===== config.mk =====
export PLATFORM = sky130hd
export DESIGN_NAME = a5_sequencer
export DESIGN_NICKNAME = d
export VERILOG_FILES = /design/src/rtl/a5_sequencer.sv
export SDC_FILE = /design/constraint.sdc
export NUM_CORES = 1
export LEC_CHECK = 0
export BUFFER_PORTS_ARGS = -buffer_cell sky130_fd_sc_hd__buf_2
export CAP_MARGIN = 20
export CORE_MARGIN = 3
export CORE_UTILIZATION = 55
export CTS_CLUSTER_SIZE = 24
export DETAILED_ROUTE_END_ITERATION = 12
export GPL_TIMING_DRIVEN = 0
export PLACE_DENSITY_LB_ADDON = 0.05
export SYNTH_ARGS = -nofsm -noshare
export SYNTH_HDL_FRONTEND = slang
export SYNTH_SLANG_ARGS = --single-unit

===== constraint.sdc =====
create_clock -name clk -period 2.6 [get_ports clk]
set_input_delay 0.26 -clock clk [delete_from_list [all_inputs] [get_ports clk]]
set_output_delay 0.26 -clock clk [all_outputs]
set_load 0.05 [all_outputs]

===== src/rtl/a5_sequencer.sv =====
// A5/1 control sequencer: drives three external LFSRs through clear, key, frame and mix phases,
// then streams keystream bits over a valid/ready handshake.
module a5_sequencer #(
    parameter int unsigned KEY_BITS   = 64,
    parameter int unsigned FRAME_BITS = 22,
    parameter int unsigned MIX_CYCLES = 100,
    parameter int unsigned KS_BITS    = 228
) (
    input  logic                  clk,
    input  logic                  reset,
    input  logic                  start,
    input  logic [KEY_BITS-1:0]   key,
    input  logic [FRAME_BITS-1:0] frame,
    input  logic [2:0]            clock_bits,
    input  logic [2:0]            lfsr_q,
    output logic                  lfsr_load,
    output logic [2:0]            lfsr_clk_en,
    output logic                  lfsr_d,
    output logic                  busy,
    output logic                  ks_valid,
    output logic                  ks_bit,
    input  logic                  ks_ready,
    output logic                  done
);

    localparam int unsigned MixSteps = MIX_CYCLES + 1;
    localparam int unsigned MaxA     = (KEY_BITS > MixSteps) ? KEY_BITS : MixSteps;
    localparam int unsigned MaxB     = (MaxA > KS_BITS) ? MaxA : KS_BITS;
    localparam int unsigned CntMax   = (MaxB > FRAME_BITS) ? MaxB : FRAME_BITS;
    localparam int unsigned CntW     = (CntMax > 2) ? $clog2(CntMax) : 1;

    localparam logic [CntW-1:0] KeyLast   = CntW'(KEY_BITS - 1);
    localparam logic [CntW-1:0] FrameLast = CntW'(FRAME_BITS - 1);
    localparam logic [CntW-1:0] MixLast   = CntW'(MixSteps - 1);
    localparam logic [CntW-1:0] KsLast    = CntW'(KS_BITS - 1);

    typedef enum logic [2:0] {
        StIdle,
        StClear,
        StKey,
        StFrame,
        StMix,
        StStream
    } state_e;

    state_e                state_q, state_d;
    logic [CntW-1:0]       cnt_q, cnt_d;
    logic [KEY_BITS-1:0]   key_sr_q, key_sr_d;
    logic [FRAME_BITS-1:0] frame_sr_q, frame_sr_d;
    logic                  done_q, done_d;

    logic       maj;
    logic [2:0] maj_en;

    // A register shifts when its clocking tap agrees with the majority; at least two always do.
    always_comb begin
        maj    = (clock_bits[0] & clock_bits[1]) | (clock_bits[0] & clock_bits[2]) |
                 (clock_bits[1] & clock_bits[2]);
        maj_en = {clock_bits[2] == maj, clock_bits[1] == maj, clock_bits[0] == maj};
    end

    always_comb begin
        state_d     = state_q;
        cnt_d       = cnt_q;
        key_sr_d    = key_sr_q;
        frame_sr_d  = frame_sr_q;
        done_d      = 1'b0;
        lfsr_load   = 1'b0;
        lfsr_clk_en = 3'b000;
        lfsr_d      = 1'b0;
        ks_valid    = 1'b0;
        busy        = 1'b1;

        unique case (state_q)
            StIdle: begin
                busy = 1'b0;
                if (start) begin
                    key_sr_d   = key;
                    frame_sr_d = frame;
                    cnt_d      = '0;
                    state_d    = StClear;
                end
            end
            StClear: begin
                lfsr_load = 1'b1;
                cnt_d     = '0;
                state_d   = StKey;
            end
            StKey: begin
                lfsr_clk_en = 3'b111;
                lfsr_d      = key_sr_q[0];
                key_sr_d    = key_sr_q >> 1;
                cnt_d       = cnt_q + 1'b1;
                if (cnt_q == KeyLast) begin
                    cnt_d   = '0;
                    state_d = StFrame;
                end
            end
            StFrame: begin
                lfsr_clk_en = 3'b111;
                lfsr_d      = frame_sr_q[0];
                frame_sr_d  = frame_sr_q >> 1;
                cnt_d       = cnt_q + 1'b1;
                if (cnt_q == FrameLast) begin
                    cnt_d   = '0;
                    state_d = StMix;
                end
            end
            StMix: begin
                lfsr_clk_en = maj_en;
                cnt_d       = cnt_q + 1'b1;
                if (cnt_q == MixLast) begin
                    cnt_d   = '0;
                    state_d = StStream;
                end
            end
            StStream: begin
                ks_valid = 1'b1;
                // A stalled consumer freezes the LFSRs so the offered bit stays put.
                if (ks_ready) begin
                    lfsr_clk_en = maj_en;
                    cnt_d       = cnt_q + 1'b1;
                    if (cnt_q == KsLast) begin
                        cnt_d   = '0;
                        done_d  = 1'b1;
                        state_d = StIdle;
                    end
                end
            end
            default: begin
                cnt_d   = '0;
                state_d = StIdle;
            end
        endcase
    end

    always_ff @(posedge clk) begin
        if (reset) begin
            state_q    <= StIdle;
            cnt_q      <= '0;
            key_sr_q   <= '0;
            frame_sr_q <= '0;
            done_q     <= 1'b0;
        end else begin
            state_q    <= state_d;
            cnt_q      <= cnt_d;
            key_sr_q   <= key_sr_d;
            frame_sr_q <= frame_sr_d;
            done_q     <= done_d;
        end
    end

    assign done   = done_q;
    assign ks_bit = ks_valid & (^lfsr_q);

endmodule


# Word-level counts from Yosys, hierarchy flattened
# Index checks and enable logic that the tools add are counted.
word_totals:
  ff_bits: 98
  out_inout_bits: 9
classes:
  add_sub_neg: 1
  eq_ne: 18
  n_mux: 25
  bitwise_logic: 8
  reduce_logical: 10
op_table:
  columns: ["op", "count"]
  rows:
  - ["64-bit case mux with 2 select lines", 1]
  - ["64-bit 2-to-1 mux", 1]
  - ["8-bit 2-to-1 mux", 6]
  - ["22-bit case mux with 2 select lines", 1]
  - ["8-bit case mux with 5 select lines", 1]
  - ["22-bit 2-to-1 mux", 1]
  - ["3-bit 2-to-1 mux", 7]
  - ["3-bit case mux with 6 select lines", 1]
  - ["2-bit inequality test, second input constant", 6]
  - ["3-bit case mux with 3 select lines", 1]
  - ["8-bit by 1-bit adder with 8-bit output, second input constant", 1]
  - ["8-bit by 5-bit == test with 1-bit output, second input constant", 1]
  - ["8-bit by 6-bit == test with 1-bit output, second input constant", 1]
  - ["8-bit by 7-bit == test with 1-bit output, second input constant", 1]
  - ["8-bit == test, second input constant", 1]
  - ["3-bit by 2-bit == test with 1-bit output, second input constant", 2]
  - ["3-bit == test, second input constant", 2]
  - ["2-bit AND reduction", 3]
  - ["6-bit AND reduction", 1]
  - ["1-bit bitwise AND", 4]
  - ["1-bit 2-to-1 mux", 4]
  - ["2-bit nonzero test", 2]
  - ["1-bit == test", 3]
  - ["3-bit by 1-bit == test with 1-bit output, second input constant", 1]
  - ["7 further kinds", 9]

# Depth between registers and ports, before layout
# Gate-level depths: netlist of the first run.
logic_depth:
  depth_word: 6
  mapped_depth: 8
  mapped_depth_nobuf: 7

# Worst setup path after synthesis of the first run
# Ideal clock, no wire load.
synth_path:
  kind: "register -> output"
  startpoint: "register state_q[1]"
  endpoint: "output port lfsr_d"
  t_arrival_ps: 1805
  required_ps: 2340
  path_slack_ps: 535
  path_stages_with_launch: 7
  path_cell_list: "dfxtp_1 -> buf_2 -> or3b_2 -> clkbuf_1 -> clkbuf_1 -> o22ai_1 -> and2_1"
synth_via:
  elab_chain_cells: 2
  elab_cells_between_ends: 3
  classes_between: "eq/ne (2); mux (1)"
synth_rtl:
  columns: ["element", "line", "text"]
  rows:
  - ["start, declared", "46", "state_e state_q, state_d;"]
  - ["start signal, assigned", "139", "state_q <= StIdle;"]
  - ["start signal, assigned", "145", "state_q <= state_d;"]
  - ["3-bit by 2-bit == test with 1-bit output", "74", "unique case (state_q)"]
  - ["1-bit case mux with 2 select lines (*)", "74", null]
  - ["end, declared", "18", "output logic lfsr_d,"]
# Every way passes the cells marked *; elsewhere a longest branch is shown, timed or not.

# Final worst setup path of the first run
# Ends and elaborated chain as after synthesis.

==> impl_metrics.py, run 1 <==
metrics = {
    "grt": {
        "grt-ovfl-total": 0,
        "grt_pass1_wl_um": 18000,
        "grt_pass1_vias": 3874,
        "antenna_found_initial": 0,
        "grt_max_degree": 17,
        "track_usage": 0.222,
    },
    "synthesis": {
        "ys_seq_area_frac": 0.422,
        "synthDistinctLibCells": 43,
        "synth_warnings": 0,
        "synth_edf_count": 0,
        "syn_area_per_cell_um2": 9.20,
        "synth_cells": 505,
        "synth_ff_type": "dfxtp_1",
        "yosys_register_bits": 98,
        "syn_area_um2": 4650,
        "synth_nets": 605,
        "synthArstFlopShare": 0,
    },
    "floorplan": {
        "core-area_um2": 7970,
        "dieArea_um2": 9590,
        "std_cell_rows": 32,
        "floorplan.initialDensity": 0.583,
        "ioPinCount": 105,
        "die_y_um": 97.9,
        "die_w_um": 97.9,
    },
    "worst_setup_path": {
        "rrSetupSlack_ns": 0.45,
        "crit_fanout": 13,
        "rr_startpoint": "state_q[1]",
        "worstPathRequired_ns": 2.34,
        "worstSetupPathType": "reg2out",
        "worstPathArrival_ns": 2.15,
        "crit_path_end_kind": "output pin",
        "start_kind": "register",
        "r2r-end": "cnt_q[5]",
        "r2r_cells": 6,
    },
    "timing": {
        "hold_viol": 0,
        "clock-skew-final_ns": 0.0101,
        "final.setup.tns_ns": 0,
        "fmax_mhz": 415,
        "maxSlewViolCount": 0,
        "period_minus_slack_ns": 2.41,
        "post-route-period-util": 0.926,
        "tightest_slew_ns": 0.737,
        "setup_viol": 0,
        "rsz0062_at_grt": "no",
        "max_slew_margin": 0.509,
    },
    "run": {
        "cap_viol_max_count": 0,
    },
    "drt": {
        "wl_per_cell_um": 14.7,
        "routed_wl_um": 10700,
        "dr.first_iter.drc_count": 105,
        "viasPerCell": 5.56,
        "drc_errors": 0,
        "vias": 4028,
        "drt_pass1_iterations": 4,
        "final_antenna_net_count": 0,
    },
    "power_and_ir_drop": {
        "cellLeakagePower_nw": 2.36,
        "peakVddDrop_v": 0.000682,
        "p_per_area_nw_per_um2": 1060,
    },
    "clocking": {
        "clockRootBuffer": "clkbuf_8",
        "clkLatencyLatePin_ns": 0.36,
        "cts-buffers-inserted": 9,
        "cts_resized": 0,
        "cts_hold_buf": 0,
        "clkTransAtPathRegs_ns": 0.10,
        "cts_tree": "yes",
        "clock_path_buffers": 2,
        "htreeDepth": 3,
        "clock-sinks": 98,
        "post-cts-setup-buffers": 0,
    },
    "placed_design": {
        "gp_congestion": 0.805,
        "dpl.hpwl_um": 7720,
        "io_buffers": 103,
    },
    "final_layout": {
        "drive_gt1_frac": 0.214,
        "antenna_cells": 0,
        "postLayoutCoreUtil": 0.688,
        "final_nets": 717,
        "fillCellCount": 688,
        "area_growth_pct": 18.0,
    },
    "status": {
        "status": "finished clean",
    },
    "worst_hold_path": {
        "hp-class": "in2reg",
        "hold_path.startpoint": "key[63]",
        "hold_path_depth": 3,
        "min_to": "key_sr_q[63]",
    },
}
==> metal layers <==
layer	wire [µm]	vias up	share of wire	track usage
met4	138	0	0.013	0.0671
met3	582	13	0.055	0.0443
li1	-	2059	-	-
met5	0	-	0	0
met2	4650	109	0.44	0.341
met1	5290	1847	0.50	0.316
==> cell type report <==
type	count	area [µm²]	area share
clock inverters	5	61.3	0.0112
flip-flops and latches	98	1960	0.358
plain buffers	41	199	0.0363
repair buffers	103	515	0.0940
clock buffers	11	141	0.0258
well taps	102	128	0.0233
multi-input cells	357	2450	0.447
inverters	7	26.3	0.00479
==> flip-flops by register name, summed over array words and instances, names as in the netlist <==
register,cells
done,1
key_sr_q,64
cnt_q,8
state_q,3
frame_sr_q,22
==> report_power, final <==
part	leakage (nW)	switching (mW)	internal, mW
sequential	0.806	0.264	2.02
clock	0.104	0.540	0.478
combinational	1.45	1.45	1.08
==> metrics by stage <==
step	power, mW	cell area, µm²	setup slack, ns	instances	hold slack (ns)
6_report	5.83	5490	0.193	724	0.140
5_1_grt	6.23	5490	0.0625	724	0.124
4_1_cts	5.86	5490	0.0223	725	0.120
3_5_place_dp	4.83	5290	0.328	710	0.488
3_3_place_gp	4.75	5290	0.327	710	0.479
2_1_floorplan	4.28	4650	0.535	505	0.399
==> placed cells by master (no fill, tap or decap), drive strengths merged, types with 2 or more instances in the layout <==
cell type,instances
buf,116
nor2,101
dfxtp,98
a211oi,87
mux2i,83
clkbuf,39
a21oi,12
nand2,9
inv,8
nand3b,5
nor3,4
ha,4
o21ai,4
nor2b,3
or3b,3
o22ai,3
and2,3
or3,3
nor3b,3
a31oi,3
xnor2,3
nor4,3
clkinv,3
xor2,2
a21o,2
nand4b,2
nand4bb,2
o31ai,2
nand3,2
==> synth_stat cells, types with 2 or more instances <==
| cell type | instances | area, µm² |
|---|---|---|
| nor2_1 | 100 | 375 |
| dfxtp_1 | 98 | 1960 |
| a211oi_1 | 87 | 653 |
| mux2i_1 | 83 | 831 |
| clkbuf_1 | 30 | 113 |
| a21oi_1 | 12 | 60.1 |
| nand2_1 | 9 | 33.8 |
| inv_1 | 7 | 26.3 |
| buf_4 | 6 | 45.0 |
| nand3b_1 | 5 | 37.5 |
| ha_1 | 4 | 50.1 |
| nor3_1 | 4 | 20.0 |
| a31oi_1 | 3 | 18.8 |
| and2_1 | 3 | 18.8 |
| buf_2 | 3 | 15.0 |
| nor2b_1 | 3 | 18.8 |
| nor3b_1 | 3 | 22.5 |
| nor4_1 | 3 | 18.8 |
| o21ai_0 | 3 | 15.0 |
| o22ai_1 | 3 | 18.8 |
| or3_1 | 3 | 18.8 |
| or3b_2 | 3 | 26.3 |
| xnor2_1 | 3 | 26.3 |
| a21o_1 | 2 | 15.0 |
| buf_1 | 2 | 7.51 |
| nand3_1 | 2 | 10.0 |
| nand4b_1 | 2 | 17.5 |
| nand4bb_1 | 2 | 22.5 |
| o31ai_1 | 2 | 15.0 |
| xor2_1 | 2 | 17.5 |
==> cell families (layout without fill, tap and decap cells) <==
kind of cell | count (synthesis) | count (layout) | share of synthesized area
mux | 83 | 83 | 0.179
fa+ha+maj | 4 | 4 | 0.0108
xor+xnor | 5 | 5 | 0.00943
simple gates | 146 | 146 | 0.145
flops | 98 | 98 | 0.422
compound gates | 119 | 119 | 0.184
buf+inv | 50 | 167 | 0.0501
==> worst max-delay path: stages, from the launching register on <==
cell and delay [ns]:
dfxtp_1 0.36, buf_2 0.22, or3b_2 0.62, o22ai_1 0.19
and2_1 0.14, buf_2 0.25
==> worst max path at each step <==
stage	to	cells past startpoint	from
5_1_grt	lfsr_d	5	state_q[1]
3_5_place_dp	lfsr_d	7	state_q[1]
4_1_cts	lfsr_d	6	state_q[1]
6_report	lfsr_d	5	state_q[1]
3_3_place_gp	lfsr_d	7	state_q[1]
2_1_floorplan	lfsr_d	6	state_q[1]
No activity file was read; power rests on OpenSTA's default activity.
==> run 2: changes to the inputs <==
==> constraint.sdc (replaced) <==
create_clock -name clk -period 2.8 [get_ports clk]
set_input_delay 0.28 -clock clk [delete_from_list [all_inputs] [get_ports clk]]
set_output_delay 0.28 -clock clk [all_outputs]
set_load 0.05 [all_outputs]
==> impl_metrics.py, run 2 (synthesis gave the netlist of run 1 again) <==
metrics = {
    "worst_hold_path": {
        "hold_path.startpoint": "key[63]",
        "hp-class": "in2reg",
        "hold_path_depth": 3,
        "min_to": "key_sr_q[63]",
    },
    "final_layout": {
        "fillCellCount": 689,
        "drive_gt1_frac": 0.213,
        "reg.largest.list": "key_sr_q: 64 flops, frame_sr_q: 22 flops, cnt_q: 8 flops",
        "final_cell_mix": "buf_2 (106), nor2_1 (100), dfxtp_1 (98)",
        "area_growth_pct": 18.1,
        "final_nets": 718,
        "regMostFlops": "key_sr_q",
        "antenna_cells": 0,
        "mostFrequentLayoutCell": "buf_2",
        "largest_reg_flops": 64,
    },
    "worst_setup_path": {
        "r2r_cells": 7,
        "crit_path_end_kind": "output pin",
        "r2r-end": "key_sr_q[2]",
        "start_kind": "register",
        "rrSetupSlack_ns": 0.40,
        "worstSetupPathType": "reg2out",
        "rr_startpoint": "state_q[1]",
        "worstPathRequired_ns": 2.52,
        "worstPathArrival_ns": 2.31,
        "crit_fanout": 13,
    },
    "timing": {
        "period_minus_slack_ns": 2.59,
        "tightest_slew_ns": 0.729,
        "max_slew_margin": 0.514,
        "final.setup.tns_ns": 0,
        "hold_viol": 0,
        "post-route-period-util": 0.924,
        "fmax_mhz": 387,
        "clock-skew-final_ns": 0.0101,
        "rsz0062_at_grt": "no",
        "maxSlewViolCount": 0,
        "setup_viol": 0,
    },
    "clocking": {
        "clock_path_buffers": 2,
        "clkLatencyLatePin_ns": 0.36,
        "cts-buffers-inserted": 9,
        "clock-sinks": 98,
        "clockRootBuffer": "clkbuf_8",
        "post-cts-setup-buffers": 0,
        "cts_hold_buf": 0,
        "cts_resized": 0,
        "htreeDepth": 3,
        "cts_tree": "yes",
        "clkTransAtPathRegs_ns": 0.09,
    },
    "grt": {
        "track_usage": 0.222,
        "grt_pass1_wl_um": 18000,
        "grt_max_degree": 17,
        "antenna_found_initial": 0,
        "grt_pass1_vias": 3879,
        "grt-ovfl-total": 0,
    },
    "placed_design": {
        "gp_congestion": 0.805,
        "dpl.hpwl_um": 7720,
        "io_buffers": 103,
    },
    "floorplan": {
        "ioPinCount": 105,
        "die_w_um": 97.9,
        "floorplan.initialDensity": 0.583,
        "die_y_um": 97.9,
        "std_cell_rows": 32,
        "core-area_um2": 7970,
        "dieArea_um2": 9590,
    },
    "drt": {
        "vias": 4016,
        "dr.first_iter.drc_count": 114,
        "viasPerCell": 5.54,
        "drt_pass1_iterations": 4,
        "routed_wl_um": 10600,
        "drc_errors": 0,
        "final_antenna_net_count": 0,
        "wl_per_cell_um": 14.7,
    },
    "power_and_ir_drop": {
        "p_seq_frac": 0.391,
        "p_per_area_nw_per_um2": 987,
        "p_clk_frac": 0.174,
        "p_int_mw": 3.32,
        "switching_share": 0.386,
        "p_switching_mw": 2.09,
        "comb_power_share": 0.435,
        "cellLeakagePower_nw": 2.36,
        "finalPower_mw": 5.42,
        "peakVddDrop_v": 0.000633,
    },
    "run": {
        "cap_viol_max_count": 0,
    },
    "status": {
        "status": "finished clean",
    },
}
==> run 2: cell types whose count changed in the layout (fill, tap and decap cells not counted), sizes merged <==
| cell | previous run | this run |
|---|---|---|
| clkbuf | 39 | 40 |
==> run 2: power by group through the flow <==
| stage | Clock [mW] | Sequential, mW | Combinational (mW) |
|---|---|---|---|
| after floorplan | 0 | 2.08 | 1.89 |
| after global placement | 0 | 2.12 | 2.29 |
| after detailed placement | 0 | 2.14 | 2.35 |
| after CTS | 0.963 | 2.12 | 2.37 |
| after global routing | 1.01 | 2.17 | 2.61 |
| final | 0.944 | 2.12 | 2.35 |
==> run 2: per-stage QoR <==
step	area [µm²]	hold slack [ns]	setup slack [ns]	util	instances
global placement	5290	0.479	0.507	0.664	710
CTS	5490	0.140	0.101	0.689	726
finish	5490	0.152	0.213	0.689	725
floorplan	4650	0.419	0.715	-	505
detailed placement	5290	0.488	0.508	0.664	710
global route	5490	0.144	0.0407	0.689	725
==> run 2: layer usage <==
| metal | share of wire | GRT usage | vias to the layer above |
|---|---|---|---|
| li1 | - | - | 2059 |
| met1 | 0.50 | 0.317 | 1831 |
| met2 | 0.43 | 0.340 | 112 |
| met3 | 0.056 | 0.0443 | 14 |
| met4 | 0.014 | 0.0671 | 0 |
| met5 | 0 | 0 | - |
==> run 2: worst max-delay path by stage <==
stage                     slack, ns  depth (start not counted)       start     end
after floorplan                0.72                          6  state_q[1]  lfsr_d
after global routing           0.04                          6  state_q[1]  lfsr_d
after global placement         0.51                          7  state_q[1]  lfsr_d
after CTS                      0.10                          7  state_q[1]  lfsr_d
after detailed placement       0.51                          7  state_q[1]  lfsr_d
final                          0.21                          6  state_q[1]  lfsr_d
==> run 2: worst max-delay path: stages, from the launching register on <==
cell	delay (ns)
dfxtp_1	0.36
buf_2	0.22
or3b_2	0.45
clkbuf_1	0.28
o22ai_1	0.23
and2_1	0.15
buf_2	0.25
==> run 2: cell type report <==
type | count | area [µm²] | area share
Clock inverter | 5 | 61.3 | 0.0112
Tap cell | 102 | 128 | 0.0233
Timing Repair Buffer | 103 | 515 | 0.0939
Buffer | 42 | 203 | 0.0369
Sequential cell | 98 | 1960 | 0.357
Inverter | 7 | 26.3 | 0.00479
Clock buffer | 11 | 141 | 0.0258
Multi-Input combinational cell | 357 | 2450 | 0.447
